<file path="config.mk">
export PLATFORM = sky130hd
export DESIGN_NAME = risky_alu_arbiter
export DESIGN_NICKNAME = d
export VERILOG_FILES = /design/src/rtl/risky_alu_arbiter.sv
export SDC_FILE = /design/constraint.sdc
export NUM_CORES = 1
export LEC_CHECK = 0
export BUFFER_PORTS_ARGS = -buffer_cell sky130_fd_sc_hd__buf_2
export CAP_MARGIN = 10
export CORE_AREA = 2 2 120 122
export CTS_CLUSTER_DIAMETER = 30
export CTS_CLUSTER_SIZE = 30
export DETAILED_ROUTE_END_ITERATION = 12
export DIE_AREA = 0 0 122 124
export SETUP_SLACK_MARGIN = 0.5
export SLEW_MARGIN = 15
export SYNTH_ARGS = -nofsm -noshare
export SYNTH_HDL_FRONTEND = slang
export SYNTH_SLANG_ARGS = --single-unit
</file>
<file path="constraint.sdc">
create_clock -name clk -period 2 [get_ports clk]
set_input_delay 0.3 -clock clk [delete_from_list [all_inputs] [get_ports clk]]
set_output_delay 0.3 -clock clk [all_outputs]
set_load 0.01 [all_outputs]
</file>
<file path="src/rtl/risky_alu_arbiter.sv">
// risky_alu_arbiter
// Shares one registered risky_alu between two requesters. Each requester
// hands over an operation on a valid/ready handshake; at most one
// operation is issued to the ALU per cycle, with round-robin priority on
// ties. The ALU result comes back one cycle after issue and is parked in a
// one-entry response buffer per requester, which the consumer drains
// through its own valid/ready handshake.
//
// Ports
//   clk, rst_n                 clock shared with the ALU, async active-low reset
//   req0_* / req1_*            request handshake: valid, ready, mode, a, b
//   rsp0_* / rsp1_*            response handshake: valid, ready, data
//   alu_mode, alu_a, alu_b     operands driven to the ALU
//   alu_c                      registered ALU result, valid one cycle after issue

module risky_alu_arbiter #(
   parameter int WIDTH = 32
) (
   input  logic             clk,
   input  logic             rst_n,

   input  logic             req0_valid,
   output logic             req0_ready,
   input  logic [3:0]       req0_mode,
   input  logic [WIDTH-1:0] req0_a,
   input  logic [WIDTH-1:0] req0_b,

   input  logic             req1_valid,
   output logic             req1_ready,
   input  logic [3:0]       req1_mode,
   input  logic [WIDTH-1:0] req1_a,
   input  logic [WIDTH-1:0] req1_b,

   output logic             rsp0_valid,
   input  logic             rsp0_ready,
   output logic [WIDTH-1:0] rsp0_data,

   output logic             rsp1_valid,
   input  logic             rsp1_ready,
   output logic [WIDTH-1:0] rsp1_data,

   output logic [3:0]       alu_mode,
   output logic [WIDTH-1:0] alu_a,
   output logic [WIDTH-1:0] alu_b,
   input  logic [WIDTH-1:0] alu_c
);

   logic             inflight0;
   logic             inflight1;
   logic             full0;
   logic             full1;
   logic             prio;
   logic [WIDTH-1:0] buf0;
   logic [WIDTH-1:0] buf1;

   logic             elig0;
   logic             elig1;
   logic             grant0;
   logic             grant1;

   // A requester may issue only when it has nothing in the ALU and its
   // response buffer is either empty or being drained this very cycle, so
   // the result arriving next cycle always has somewhere to land.
   always_comb begin
      elig0 = req0_valid && !inflight0 && (!full0 || rsp0_ready);
      elig1 = req1_valid && !inflight1 && (!full1 || rsp1_ready);
   end

   // Round-robin pick. The grant is gated by rst_n so nothing is accepted
   // while the block is held in reset.
   always_comb begin
      grant0 = rst_n && elig0 && (!elig1 || !prio);
      grant1 = rst_n && elig1 && (!elig0 ||  prio);
   end

   assign req0_ready = grant0;
   assign req1_ready = grant1;

   // Idle cycles still present requester 0's fields; the ALU computes
   // something, but no inflight flag is set so the result is discarded.
   always_comb begin
      if (grant1) begin
         alu_mode = req1_mode;
         alu_a    = req1_a;
         alu_b    = req1_b;
      end else begin
         alu_mode = req0_mode;
         alu_a    = req0_a;
         alu_b    = req0_b;
      end
   end

   assign rsp0_valid = full0;
   assign rsp0_data  = buf0;
   assign rsp1_valid = full1;
   assign rsp1_data  = buf1;

   // Issue tracking and priority. A requester that is in flight is never
   // eligible, so the inflight flag simply follows this cycle's grant.
   // Priority flips to the other requester after every grant.
   always_ff @(posedge clk or negedge rst_n) begin
      if (!rst_n) begin
         inflight0 <= 1'b0;
         inflight1 <= 1'b0;
         prio      <= 1'b0;
      end else begin
         inflight0 <= grant0;
         inflight1 <= grant1;
         if (grant0) begin
            prio <= 1'b1;
         end else if (grant1) begin
            prio <= 1'b0;
         end
      end
   end

   // Response buffers. A capture takes precedence over a drain in the same
   // cycle: the old result leaves and the new one is held in its place.
   always_ff @(posedge clk or negedge rst_n) begin
      if (!rst_n) begin
         full0 <= 1'b0;
         full1 <= 1'b0;
         buf0  <= '0;
         buf1  <= '0;
      end else begin
         if (inflight0) begin
            buf0  <= alu_c;
            full0 <= 1'b1;
         end else if (full0 && rsp0_ready) begin
            full0 <= 1'b0;
         end

         if (inflight1) begin
            buf1  <= alu_c;
            full1 <= 1'b1;
         end else if (full1 && rsp1_ready) begin
            full1 <= 1'b0;
         end
      end
   end

endmodule
</file>
### Word-level counts from Yosys, hierarchy flattened

Cells that the tools add are included.

* mux-type cells: 9
* reduce and logical (&&, ||, !) cells: 24

Operator list (count)
* $mux 32: 2
* $logic_and 1x1->1: 10
* $logic_not 1->1: 7
* $mux 1: 6
* $reduce_bool 2->1: 3
* $logic_or 1x1->1: 4
* $mux 4: 1

* flip-flop bits (word level): 69
* bits of input ports: 174
* output and inout bits: 136
* logic and storage cells: 40

### Longest topological paths before layout

* word-level depth: 8
* depth in mapped cells: 6
* mapped depth without buffers: 4

### Least setup slack after synthesis

No wires, ideal clock.

* path type: register to output
* start: register inflight1
* end: output port alu_a[25]
* arrival time: 1.557 ns
* required time: 1.700 ns
* slack: 0.143 ns
* stages on the path, launching flop included: 7
* buffers on the path: 3
* path through: dfrtp_1 > buf_2 > nand4b_4 > a31oi_4 > buf_6 > buf_6 > mux2_1

* cells in the longest elaborated chain, start to end: 6

RTL lines
* from (decl): line 49 `logic inflight1;`
* from (signal assigned): line 108 `inflight1 <= grant1;`
* $logic_not 1->1: line 66 `elig1 = req1_valid && !inflight1 && (!full1 || rsp1_ready);`
* $logic_and 1x1->1 (2 in a row): line 66
* $logic_and 1x1->1 (2 in a row): line 73 `grant1 = rst_n && elig1 && (!elig0 || prio);`
* via req1_ready: line 29 `output logic req1_ready,`
* $mux 32: line 82 `if (grant1) begin`
* to (decl): line 43 `output logic [WIDTH-1:0] alu_a,`

The timed path passes the listed nets, and every way through them passes these cells.

### Worst setup path after layout

* start: register full1 (netlist: rsp1_valid)
* end: output port alu_a[31]

* cells in the longest elaborated chain, start to end: 6

RTL lines
* from (decl): line 51 `logic full1;`
* from (signal assigned): line 122 `full1 <= 1'b0;`
* from (signal assigned): line 135 `full1 <= 1'b1;`
* from (signal assigned): line 137 `full1 <= 1'b0;`
* $logic_not 1->1: line 66
* $logic_or 1x1->1: line 66
* $logic_and 1x1->1: line 66
* $logic_and 1x1->1 (2 in a row): line 73
* $mux 32: line 82

No other way between the ends.

==> metrics.yaml <==
maxCapViolCount: 0
yosysMostFrequentCell: "mux2_2"
syn_inst: 229
leakage_uw: 0.003178
ant_nets: 0
criticalPathCategory: "reg -> out"
synth_ff_type: "dfrtp_1"
htreeDepth: 3
start_util_pct: 24.89
slew_headroom_pct: 40.82
drive_above_1_share_pct: 86.05
antenna_found_initial: 1
synth_edf_count: 0
async_flop_share_pct: 100.0
seq_area_frac_synth_pct: 50.57
grt_pass1_vias: 3261
chipWidth_um: 122
fillers: 1250
fin_nets: 722
clock_latency_ns: 0.33
drtPass1Iterations: 4
tightestPinTransition_ns: 0.8877
track_usage_pct: 15.39
gr-total-overflow: 0
die_y_um: 124
area_growth_pct: 83.36
ir_worst_vdd_v: 0.0005752
avgRoutedWirePerCell_um: 18.42
end_kind: "output pin"
yosys.area.top_type_share_pct: 50.57
synthTopCellsByCount: "mux2_2, dfrtp_1, mux2_1"
crit_required_ns: 1.70
gp_congestion: 0.7009
post-place-cells: 710
grt_max_degree: 70
fin_ws_ns: -0.3106
synthDistinctLibCells: 18
die_area_um2: 15130
clock_path_buffers: 2
synth-seq-cells: 69
cts.sinks: 69
multi_input_area_um2: 1818
setup-violations-final: 68
grt_setup_unrepaired: "true"
postCtsHoldBufs: 0
grt_pass1_wl_mm: 17.25
post-route-period-util_pct: 115.5
via_per_inst: 4.462
yosys_warnings: 0
dpl_cell_area_um2: 5192
core_um2: 13720
vias: 3271
seq_area_um2: 1727
synth_area_per_cell_um2: 14.91
critical_path.max_fanout: 12
wirelength_mm: 13.50
run_status: "complete, but fails checks"
synth_area_um2: 3415
rows: 43
cts.clk_slew.worst_paths_ns: 0.06
io-pin-count: 310
route.detailed.drc: 0
synthTopCellsByArea: "dfrtp_1, mux2_2, mux2_1"
hold_viol: 0
arrival_ns: 2.01
powerDensity_nw_per_um2: 979.8
period_minus_slack_ns: 2.311
violations: "negative setup slack"
cts_tree: "built"
dpl.hpwl_mm: 9.693
drt_iter0_markers: 150
drv_slew: 0
finalClockSkew_ns: 0.005128
postLayoutCellArea_um2: 6261
start_kind: "flip-flop"
yosysTopAreaCell: "dfrtp_1"
min_path_type: "in -> reg"
synth_nets: 403
cts_made_buffers: 9
max_freq_mhz: 432.8
layout.cells.non_filler: 733
cts-root-buf: "clkbuf_16"
numPortBuffers: 309
-- worst paths after layout --
check,depth (start not counted),end,slack [ns],startpoint
worst max-delay path,7,alu_a[31],-0.31,rsp1_valid
worst min-delay path,2,rsp1_data[17],0.21,alu_c[17]
worst max register to register,2,rsp0_data[18],0.66,inflight0
worst min register to register,1,rsp1_data[31],0.50,rsp1_data[31]
max in group asynchronous,3,rsp1_data[10],1.01,rst_n
min in group asynchronous,3,prio,0.37,rst_n
-- flip-flops by register name, indices dropped and copies added (netlist names) --
signal / count
inflight0: 1
inflight1: 1
prio: 1
rsp0_data: 32
rsp0_valid: 1
rsp1_data: 32
rsp1_valid: 1
-- critical path, stage by stage, from the launching register on --
cell	delay (ns)
dfrtp_1	0.38
nand2b_1	0.13
nand4b_4	0.13
a31oi_4	0.19
buf_12	0.18
clkbuf_16	0.19
mux2_2	0.35
buf_6	0.12
-- placed cells by master, fill, tap and decap left out --
master | Yosys | routed
buf_2 | 2 | 248
mux2_2 | 123 | 76
dfrtp_1 | 69 | 69
buf_6 | 2 | 62
mux2_4 | 0 | 56
clkbuf_16 | 0 | 10
buf_4 | 5 | 6
inv_1 | 4 | 4
buf_16 | 0 | 3
buf_12 | 0 | 3
a31oi_4 | 1 | 2
bufinv_16 | 0 | 2
inv_6 | 0 | 2
diode_2 | 0 | 1
a21oi_4 | 1 | 1
nand2b_1 | 1 | 1
nand4b_4 | 1 | 1
nor2b_1 | 1 | 1
nand3_4 | 0 | 1
nand2_1 | 1 | 1
o21ai_0 | 1 | 1
clkbuf_8 | 0 | 1
clkinv_2 | 0 | 1
-- cell type report --
type | instances | share of cell area, %
antenna | 1 | 0.03997
timing repair buffer | 323 | 34.37
sequential | 69 | 27.58
multi-input combinational | 141 | 29.04
clock buffer | 10 | 3.817
tap | 180 | 3.597
clock inverter | 5 | 1.319
inverter | 4 | 0.2398
-- where the power goes --
| part | internal, uW | total [uW] | switching, uW | leakage, uW |
|---|---|---|---|---|
| registers | 1860 | 2100 | 240 | 0.000815 |
| logic | 1310 | 2320 | 1010 | 0.00220 |
| clock network | 1120 | 1720 | 592 | 0.000159 |
-- metal layers --
metal	share of wire (%)	global-route usage, %
met5	0	0
met4	1.7	5.532
met1	37	17.73
met2	53	27.06
met3	7.6	4.670
-- cell families after synthesis --
group / synth area share [%]
and+or+nand+nor: 1.319
AOI/OAI and AO/OA: 1.429
DFF: 50.57
muxes: 43.53
buffers and inverters: 3.151
-- per-stage QoR --
step / total power, uW / hold WS [ns] / util, % / setup TNS, ns / worst slack, ns
2_1_floorplan: 3154 / 0.004409 / - / 0 / 0.2054
3_3_place_gp: 4065 / 0.4857 / 37.85 / -0.002779 / -0.002779
3_5_place_dp: 4111 / 0.4898 / 37.85 / -1.459 / -0.06248
4_1_cts: 6062 / 0.2002 / 43.29 / -18.63 / -0.3136
5_1_grt: 6465 / 0.1956 / 45.64 / -22.79 / -0.3832
6_report: 6135 / 0.2143 / 45.64 / -17.55 / -0.3106
-- timing repair --
item	4_1_cts	5_1_grt
gates resized for setup	69	54
buffers inserted	3	1
endpoints found under the setup margin	70	70
pin swaps	1	1
gates cloned	2	1
No activity file was read; power rests on OpenSTA's default activity.
